===== config.mk =====
export PLATFORM = sky130hd
export DESIGN_NAME = wire_ops_decode_flat
export DESIGN_NICKNAME = d
export VERILOG_FILES = /design/src/rtl/wire_ops_decode_if.sv /design/src/rtl/wire_ops_decode.sv /design/src/flat_wrapper.sv
export SDC_FILE = /design/constraint.sdc
export NUM_CORES = 1
export LEC_CHECK = 0
export BUFFER_PORTS_ARGS = -buffer_cell sky130_fd_sc_hd__buf_2
export CORE_MARGIN = 1
export CORE_UTILIZATION = 40
export CTS_CLUSTER_SIZE = 24
export DETAILED_ROUTE_END_ITERATION = 8
export GPL_ROUTABILITY_DRIVEN = 0
export SYNTH_ARGS = -nofsm -noshare
export SYNTH_HDL_FRONTEND = slang
export SYNTH_SLANG_ARGS = --single-unit

===== constraint.sdc =====
create_clock -name sys_clk -period 1.7 [get_ports sys_clk]
set_input_delay 0.085 -clock sys_clk [delete_from_list [all_inputs] [get_ports sys_clk]]
set_output_delay 0.085 -clock sys_clk [all_outputs]
set_load 0.01 [all_outputs]

===== src/rtl/wire_ops_decode_if.sv =====
// Issue/result bus of the XOR/AND operand recovery decoder.
// master = issuing/consuming side, slave = decoder.
interface wire_ops_decode_if #(
    parameter int WIDTH = 8
);
    logic             in_valid;
    logic             in_ready;
    logic [WIDTH-1:0] in_a;
    logic             in_sel;
    logic [WIDTH-1:0] enc_y;
    logic             out_valid;
    logic             out_ready;
    logic [WIDTH-1:0] out_b;
    logic [WIDTH-1:0] out_known;
    logic             out_sel;
    logic             out_err;

    modport master (
        output in_valid, in_a, in_sel, enc_y, out_ready,
        input  in_ready, out_valid, out_b, out_known, out_sel, out_err
    );

    modport slave (
        input  in_valid, in_a, in_sel, enc_y, out_ready,
        output in_ready, out_valid, out_b, out_known, out_sel, out_err
    );
endinterface


===== src/rtl/wire_ops_decode.sv =====
// Recovers operand b from (a, op, y) of a registered XOR/AND encoder,
// with a 2-entry result FIFO and saturating ambiguity/error statistics.
module wire_ops_decode #(
    parameter int WIDTH = 8,
    parameter int CNT_W = 16
) (
    input  logic             sys_clk,
    input  logic             sys_rst_n,
    wire_ops_decode_if.slave bus,
    input  logic             clr_stats,
    output logic [CNT_W-1:0] stat_ambig_cnt,
    output logic [CNT_W-1:0] stat_err_cnt
);

    typedef struct packed {
        logic [WIDTH-1:0] b;
        logic [WIDTH-1:0] known;
        logic             sel;
        logic             err;
    } entry_t;

    function automatic entry_t decode(input logic [WIDTH-1:0] a,
                                      input logic sel,
                                      input logic [WIDTH-1:0] y);
        entry_t e;
        e.sel = sel;
        if (sel) begin
            e.b     = y ^ a;
            e.known = '1;
            e.err   = 1'b0;
        end else begin
            // Where a is 0 the AND output must be 0; any 1 there is corruption.
            e.b     = y & a;
            e.known = a;
            e.err   = |(y & ~a);
        end
        return e;
    endfunction

    function automatic logic [CNT_W-1:0] sat_inc(input logic [CNT_W-1:0] c);
        return (&c) ? c : c + {{(CNT_W-1){1'b0}}, 1'b1};
    endfunction

    logic [WIDTH-1:0] a_p1;
    logic             sel_p1;
    logic             vld_p1;
    entry_t           entry_p2;
    entry_t           fifo_mem [2];
    entry_t           head;
    logic [1:0]       fifo_cnt;
    logic             wr_ptr;
    logic             rd_ptr;
    logic             accept;
    logic             push;
    logic             pop;

    assign bus.in_ready = sys_rst_n && ((fifo_cnt + {1'b0, vld_p1}) < 2'd2);
    assign accept       = bus.in_valid && bus.in_ready;
    assign push         = vld_p1;
    assign pop          = bus.out_valid && bus.out_ready;

    // Stage 1: capture the issued operand and operation
    always_ff @(posedge sys_clk or negedge sys_rst_n) begin
        if (!sys_rst_n) begin
            vld_p1 <= 1'b0;
        end else begin
            vld_p1 <= accept;
        end
    end

    always_ff @(posedge sys_clk) begin
        if (accept) begin
            a_p1   <= bus.in_a;
            sel_p1 <= bus.in_sel;
        end
    end

    // Stage 2: combine with the encoder result and enqueue
    assign entry_p2 = decode(a_p1, sel_p1, bus.enc_y);

    always_ff @(posedge sys_clk) begin
        if (push) begin
            fifo_mem[wr_ptr] <= entry_p2;
        end
    end

    always_ff @(posedge sys_clk or negedge sys_rst_n) begin
        if (!sys_rst_n) begin
            fifo_cnt <= 2'd0;
            wr_ptr   <= 1'b0;
            rd_ptr   <= 1'b0;
        end else begin
            wr_ptr <= wr_ptr ^ push;
            rd_ptr <= rd_ptr ^ pop;
            case ({push, pop})
                2'b10:   fifo_cnt <= fifo_cnt + 2'd1;
                2'b01:   fifo_cnt <= fifo_cnt - 2'd1;
                default: fifo_cnt <= fifo_cnt;
            endcase
        end
    end

    // Gating by out_valid keeps the result fields at zero while reset is held.
    assign bus.out_valid = (fifo_cnt != 2'd0);
    assign head          = bus.out_valid ? fifo_mem[rd_ptr] : '0;
    assign bus.out_b     = head.b;
    assign bus.out_known = head.known;
    assign bus.out_sel   = head.sel;
    assign bus.out_err   = head.err;

    always_ff @(posedge sys_clk or negedge sys_rst_n) begin
        if (!sys_rst_n) begin
            stat_ambig_cnt <= '0;
            stat_err_cnt   <= '0;
        end else if (clr_stats) begin
            stat_ambig_cnt <= '0;
            stat_err_cnt   <= '0;
        end else begin
            if (push && !(&entry_p2.known)) begin
                stat_ambig_cnt <= sat_inc(stat_ambig_cnt);
            end
            if (push && entry_p2.err) begin
                stat_err_cnt <= sat_inc(stat_err_cnt);
            end
        end
    end

endmodule

===== src/flat_wrapper.sv =====
// flat-port wrapper written by rule: the top's interface ports become plain ports
module wire_ops_decode_flat 
#(
    parameter int WIDTH = 8,
    parameter int CNT_W = 16
)
  (sys_clk, sys_rst_n, clr_stats, stat_ambig_cnt, stat_err_cnt, bus_in_valid, bus_in_a, bus_in_sel, bus_enc_y, bus_out_ready, bus_in_ready, bus_out_valid, bus_out_b, bus_out_known, bus_out_sel, bus_out_err);
  wire_ops_decode_if #(.WIDTH(WIDTH)) bus_i ();
  input  logic sys_clk;
  input  logic sys_rst_n;
  input  logic clr_stats;
  output logic [CNT_W-1:0] stat_ambig_cnt;
  output logic [CNT_W-1:0] stat_err_cnt;
  input wire logic [$bits(bus_i.in_valid)-1:0] bus_in_valid;
  input wire logic [$bits(bus_i.in_a)-1:0] bus_in_a;
  input wire logic [$bits(bus_i.in_sel)-1:0] bus_in_sel;
  input wire logic [$bits(bus_i.enc_y)-1:0] bus_enc_y;
  input wire logic [$bits(bus_i.out_ready)-1:0] bus_out_ready;
  output wire logic [$bits(bus_i.in_ready)-1:0] bus_in_ready;
  output wire logic [$bits(bus_i.out_valid)-1:0] bus_out_valid;
  output wire logic [$bits(bus_i.out_b)-1:0] bus_out_b;
  output wire logic [$bits(bus_i.out_known)-1:0] bus_out_known;
  output wire logic [$bits(bus_i.out_sel)-1:0] bus_out_sel;
  output wire logic [$bits(bus_i.out_err)-1:0] bus_out_err;
  assign bus_i.in_valid = bus_in_valid;
  assign bus_i.in_a = bus_in_a;
  assign bus_i.in_sel = bus_in_sel;
  assign bus_i.enc_y = bus_enc_y;
  assign bus_i.out_ready = bus_out_ready;
  assign bus_in_ready = bus_i.in_ready;
  assign bus_out_valid = bus_i.out_valid;
  assign bus_out_b = bus_i.out_b;
  assign bus_out_known = bus_i.out_known;
  assign bus_out_sel = bus_i.out_sel;
  assign bus_out_err = bus_i.out_err;
  wire_ops_decode #(.WIDTH(WIDTH), .CNT_W(CNT_W)) u_core (.sys_clk(sys_clk), .sys_rst_n(sys_rst_n), .bus(bus_i), .clr_stats(clr_stats), .stat_ambig_cnt(stat_ambig_cnt), .stat_err_cnt(stat_err_cnt));
endmodule

**Word level (Yosys, flattened, before mapping)**

Memory sizes are Yosys's and may differ from the RTL's.
Index checks and enable logic that the tools add are counted.

- Register bits: 46
- Bits in writable memories: 36
- Input bits: 22
- Output and inout bits: 52
- Logic and storage cells: 53
- Memories: 1

- Add/sub/neg operators: 5
- Magnitude comparators: 1
- Equal/unequal tests: 4
- Muxes and demuxes: 12
- Bitwise gates (word level): 6
- Reductions and logical operators: 16

Memory list:

| memory | words | bits a word | rd ports | clocked after memory_dff | write ports | line | source |
|---|---|---|---|---|---|---|---|
| u_core.fifo_mem | 2 | 18 | 1 | 0 | 1 | wire_ops_decode.sv:48 | `entry_t fifo_mem [2];` |

Operators with widths:

| kind | number |
|---|---|
| two-way mux 16 bit | 7 |
| adder 16 x 1 -> 16 bit, second input constant | 2 |
| AND reduction 16 bit | 2 |
| two-way mux 18 bit | 1 |
| bitwise AND 8 bit | 2 |
| NOT 8 bit | 1 |
| AND reduction 8 bit | 1 |
| nonzero test 2 bit | 4 |
| OR reduction 8 bit | 1 |
| bitwise XOR 8 bit | 1 |
| logical AND 1 bit | 5 |
| inequality test 2 bit, second input constant | 2 |
| one-hot mux 2 bit (2 select lines) | 1 |
| AND reduction 2 bit | 2 |
| two-way mux 1 bit | 3 |
| adder 2 x 1 -> 2 bit | 1 |
| adder 2 x 1 -> 2 bit, second input constant | 1 |
| == test 2 x 1 -> 1 bit, second input constant | 1 |
| == test 2 bit, second input constant | 1 |
| < comparator 2 bit, second input constant | 1 |
| subtractor 2 x 1 -> 2 bit, second input constant | 1 |
| bitwise XOR 1 bit | 2 |
| logical NOT 1 bit | 1 |

**Longest topological paths before layout**

- Depth in word-level cells: 7
- Gate-level depth with buffers: 7
- Mapped depth without buffers: 7

**Worst setup path before layout**

No wires, ideal clock.

- Path type: register -> register
- Start point: register u_core.a_p1[4]
- End point: register u_core.stat_err_cnt[11]
- Setup time: 120 ps
- Data arrival time: 1709 ps
- Required time: 1580 ps
- Slack: -129 ps
- Cell stages (with the launch flop): 7
- Buffers on the path: 0
- Clock period less this slack: 1829 ps
- Cells stage by stage: edfxtp_1 inv_1 ha_1 nor4_1 a211oi_1 and3_1 a31o_2

- Longest elaborated chain between the ends: 7

Ends and longest elaborated chain:

| what | line | source |
|---|---|---|
| from (decl) | wire_ops_decode.sv:44 | `logic [WIDTH-1:0] a_p1;` |
| from (signal assigned) | wire_ops_decode.sv:73 | `a_p1 <= bus.in_a;` |
| NOT 8 bit | wire_ops_decode.sv:35 | `e.err = \|(y & ~a);` |
| bitwise AND 8 bit | wire_ops_decode.sv:35 |  |
| OR reduction 8 bit | wire_ops_decode.sv:35 |  |
| two-way mux 1 bit | wire_ops_decode.sv:27 | `if (sel) begin` |
| logical AND 1 bit | wire_ops_decode.sv:122 | `if (push && entry_p2.err) begin` |
| nonzero test 2 bit (no source line) | n/a |  |
| AND reduction 2 bit (no source line) | n/a |  |
| to (signal assigned) | wire_ops_decode.sv:123 | `stat_err_cnt <= sat_inc(stat_err_cnt);` |
| to (decl) | wire_ops_decode.sv:12 | `output logic [CNT_W-1:0] stat_err_cnt` |

Every way passes these cells.
A chain may end at the register's enable or synchronous reset.

**Worst setup path after layout**

- Start point: register u_core.a_p1[3]
- End point: register u_core.stat_err_cnt[11]

The elaborated chain is that of the path after synthesis.

==> qor.yml <==
floorplanning:
  fp-row-count: 36
  fp.dieW_um: 103
  num_io_pins: 74
  coreArea_sq_um: 9820
  die-height_um: 103
  initial_core_util: 0.416
  design.die.area_sq_um: 10600
sta:
  fmax_mhz: 542
  timing.final.ws_setup_ps: -144
  timing_worst_slew_pin_value_ps: 495
  timing.setup.tns_ps: -1110
  worst_slew_margin_rel: 0.670
  rsz_0062_raised_after_global_routing: "yes"
  timing_max_transition_violations_final: 0
  worst_clock_skew_ps: 8.23
  report.final.hold_viol_count: 0
  finalSetupViolCount: 18
  fin_crit_ps: 1840
  post-route-period-util: 1.08
route:
  drc_markers: 0
  dr_iter_0_viols: 70
  avgRoutedWirePerCell_um: 14.9
  finalWirelength_um: 9650
  postRouteAntennaNets: 0
  via_count: 3213
  first_pass_iters: 4
  vias_per_cell: 4.95
final_layout:
  fillers: 883
  diodes: 0
  multiInputGateArea_sq_um: 1940
  finalNetCount: 554
  register_area_sq_um: 2290
  finish.utilization: 0.584
  ratio_of_cells_with_drive_above_1_in_the_final_layout: 0.452
  non_filler_instance_count_after_layout: 649
  final_area_sq_um: 5730
  area_growth_pct: 40.2
placement:
  placement.setup.worst_slack_ps: -205
  postPlaceCellArea_sq_um: 5140
  number_of_cells_in_the_design_after_placement: 611
  placement.io_buffers: 73
  hpwl_um: 6780
clocking:
  cts_bufs_inserted: 9
  worstSkewPairLatency_ps: 340
  cts-root-to-sink-buffers: 2
  cts_root_buf: "clkbuf_8"
  htree_levels: 3
  cts_tree: "yes"
  clkTransAtPathRegs_ps: 80
  clock-sinks: 82
worst_setup_path:
  critPathTopFamily: "compound AO/OA/AOI/OAI gates"
  r2r_setup_slack_ps: -140
  worst-path-max-fanout: 5
  worst_ep_required_time_ps: 1930
  cp.arrival_ps: 2080
  timing.reg2reg.worst_path_depth: 8
  critical_path.cell_chain: "inv_1, ha_2, nor4_4, buf_4, a211oi_4, and3_4, a21oi_2, a31o_2"
  cp-end-kind: "register"
  delay_of_the_slowest_cell_on_the_worst_path_ps: 430
  startpoint_type: "register"
  crit-reg2reg-launch: "u_core.a_p1[3]"
  timing_worst_setup_path_type: "register to register"
  critPathSlowestCell: "edfxtp_1"
  worst_r2r_endpoint: "u_core.stat_err_cnt[11]"
  cp.buffers_inverters: 2
  timing.critical_path.depth: 8
pwr:
  power.ir.vdd_worst_mv: 0.475
  p_leak_nw: 2.54
  power_density_nw_per_um2: 950
global_routing:
  grtUsageMet3: 0.0380
  globalRoute.totalOverflow: 0
  grtUsageMet2: 0.341
  number_of_antenna_violations_at_the_first_check_in_global_routing: 0
  gr-usage-met1: 0.249
  grt_pass1_wl_um: 15500
  grt_start_max_net_pins: 29
  grt-busiest-layer: "met2"
  grt_usage: 0.196
  grt_pass1_vias: 3185
hold_path:
  hold_path.startpoint: "bus_out_ready"
  timing.hold.worst_endpoint: "u_core.rd_ptr"
  min_path_type: "primary input to register"
  hold_depth: 3
logic_synthesis:
  synthDominantCellAreaShare: 0.331
  synth_top_cell_by_area: "edfxtp_1"
  ys_top_cells_by_area: "edfxtp_1, dfrtp_1, ha_1, mux2i_1, nor2_1"
  synth_enable_flop_cells: 45
  synth.yosys.warnings: 0
  yosysUniqueCellTypes: 47
  synth-seq-area-share: 0.557
  synth_async_sr_flop_share: 0.451
  leading_cell_type_by_number_of_instances_after_synthesis: "nor2_1"
  mappedNetlistArea_sq_um: 4090
  syn_avg_cell_area_sq_um: 11.6
  ys_dominant_reg_cell: "edfxtp_1"
  synth_fp_nets: 396
  synth-seq-cells: 82
  most_numerous_cell_types_in_the_synthesized_netlist: "nor2_1, edfxtp_1, dfrtp_1"
  post_synth_inst_count: 353
run_status:
  status: "finished, violations left"
  failing_checks: "negative setup slack"
flow_run:
  max_cap_viol_count: 0
[worst min-delay path, stage by stage]
cell and delay, ps:
buf_2 80, nor2b_1 190, xor2_1 90
[where the power goes]
part           total (mW)  internal [mW]  switching [mW]
sequential           2.45           2.34           0.113
combinational        1.60          0.748           0.849
clock                1.40          0.674           0.723
[registers in the layout, indices dropped and copies added, names as in the netlist]
register and count:
u_core.wr_ptr 1, u_core.stat_ambig_cnt 16, u_core.stat_err_cnt 16, u_core.fifo_cnt 2
u_core.sel_p1 1, u_core.a_p1 8, u_core.fifo_mem 36, u_core.rd_ptr 1
u_core.push 1
[layout make-up]
| cell class | instances | share of cell area |
|---|---|---|
| Sequential cell | 82 | 0.399 |
| Multi-Input combinational cell | 238 | 0.338 |
| Timing Repair Buffer | 158 | 0.185 |
| Tap cell | 133 | 0.0290 |
| Clock buffer | 9 | 0.0216 |
| Inverter | 22 | 0.0144 |
| Clock inverter | 7 | 0.0122 |
[cell families (layout without fill, tap and decap cells)]
group / after synthesis / in the layout / share of synthesized area
muxes: 28 / 28 / 0.0695
and+or+nand+nor: 128 / 128 / 0.160
buffers and inverters: 33 / 196 / 0.0331
DFF: 82 / 82 / 0.557
AOI/OAI and AO/OA: 38 / 38 / 0.0670
adders and majority gates: 21 / 21 / 0.0643
xor gates and xnor gates: 23 / 23 / 0.0493
[placed cells by master (no fill, tap or decap), drive strengths merged, types with 6 or more instances in the layout]
cell type,instances
a21oi,15
nand2,7
inv,22
buf,148
ha,21
or2,9
dlygate4sd3,10
nor4,6
xor2,14
nand4,12
nor2b,6
and3,6
nand3,11
nor2,57
edfxtp,45
clkbuf,9
xnor2,9
dfrtp,37
mux2i,25
[repair_timing]
action	4_1_cts	5_1_grt
setup buffers	6	7
endpoints found under the setup margin	21	30
hold buffers	10	0
endpoints found under the hold margin	21	0
pin swaps	13	13
resized for setup	20	21
[per-stage QoR]
stage               hold slack [ps]  total power [mW]
detailed placement             82.5              4.03
global placement               77.9              3.99
global route                    139              5.79
floorplan                      -211              3.38
CTS                             134              5.50
finish                          135              5.44
[routing by layer]
layer	wire length, um	share of wire
met5	0	0
met4	148	0.015
met3	416	0.043
met2	4740	0.49
met1	4340	0.45
[worst max path at each step]
stage	slack [ps]	endpoint	startpoint
3_5_place_dp	-200	u_core.stat_err_cnt[1]	u_core.a_p1[4]
4_1_cts	-120	u_core.stat_err_cnt[12]	u_core.a_p1[4]
5_1_grt	-240	u_core.stat_err_cnt[11]	u_core.a_p1[3]
6_report	-140	u_core.stat_err_cnt[11]	u_core.a_p1[3]
3_3_place_gp	-140	u_core.stat_err_cnt[9]	u_core.a_p1[2]
2_1_floorplan	-10	u_core.stat_err_cnt[9]	u_core.stat_err_cnt[0]
Note: power is estimated with default switching activity, not from simulation.
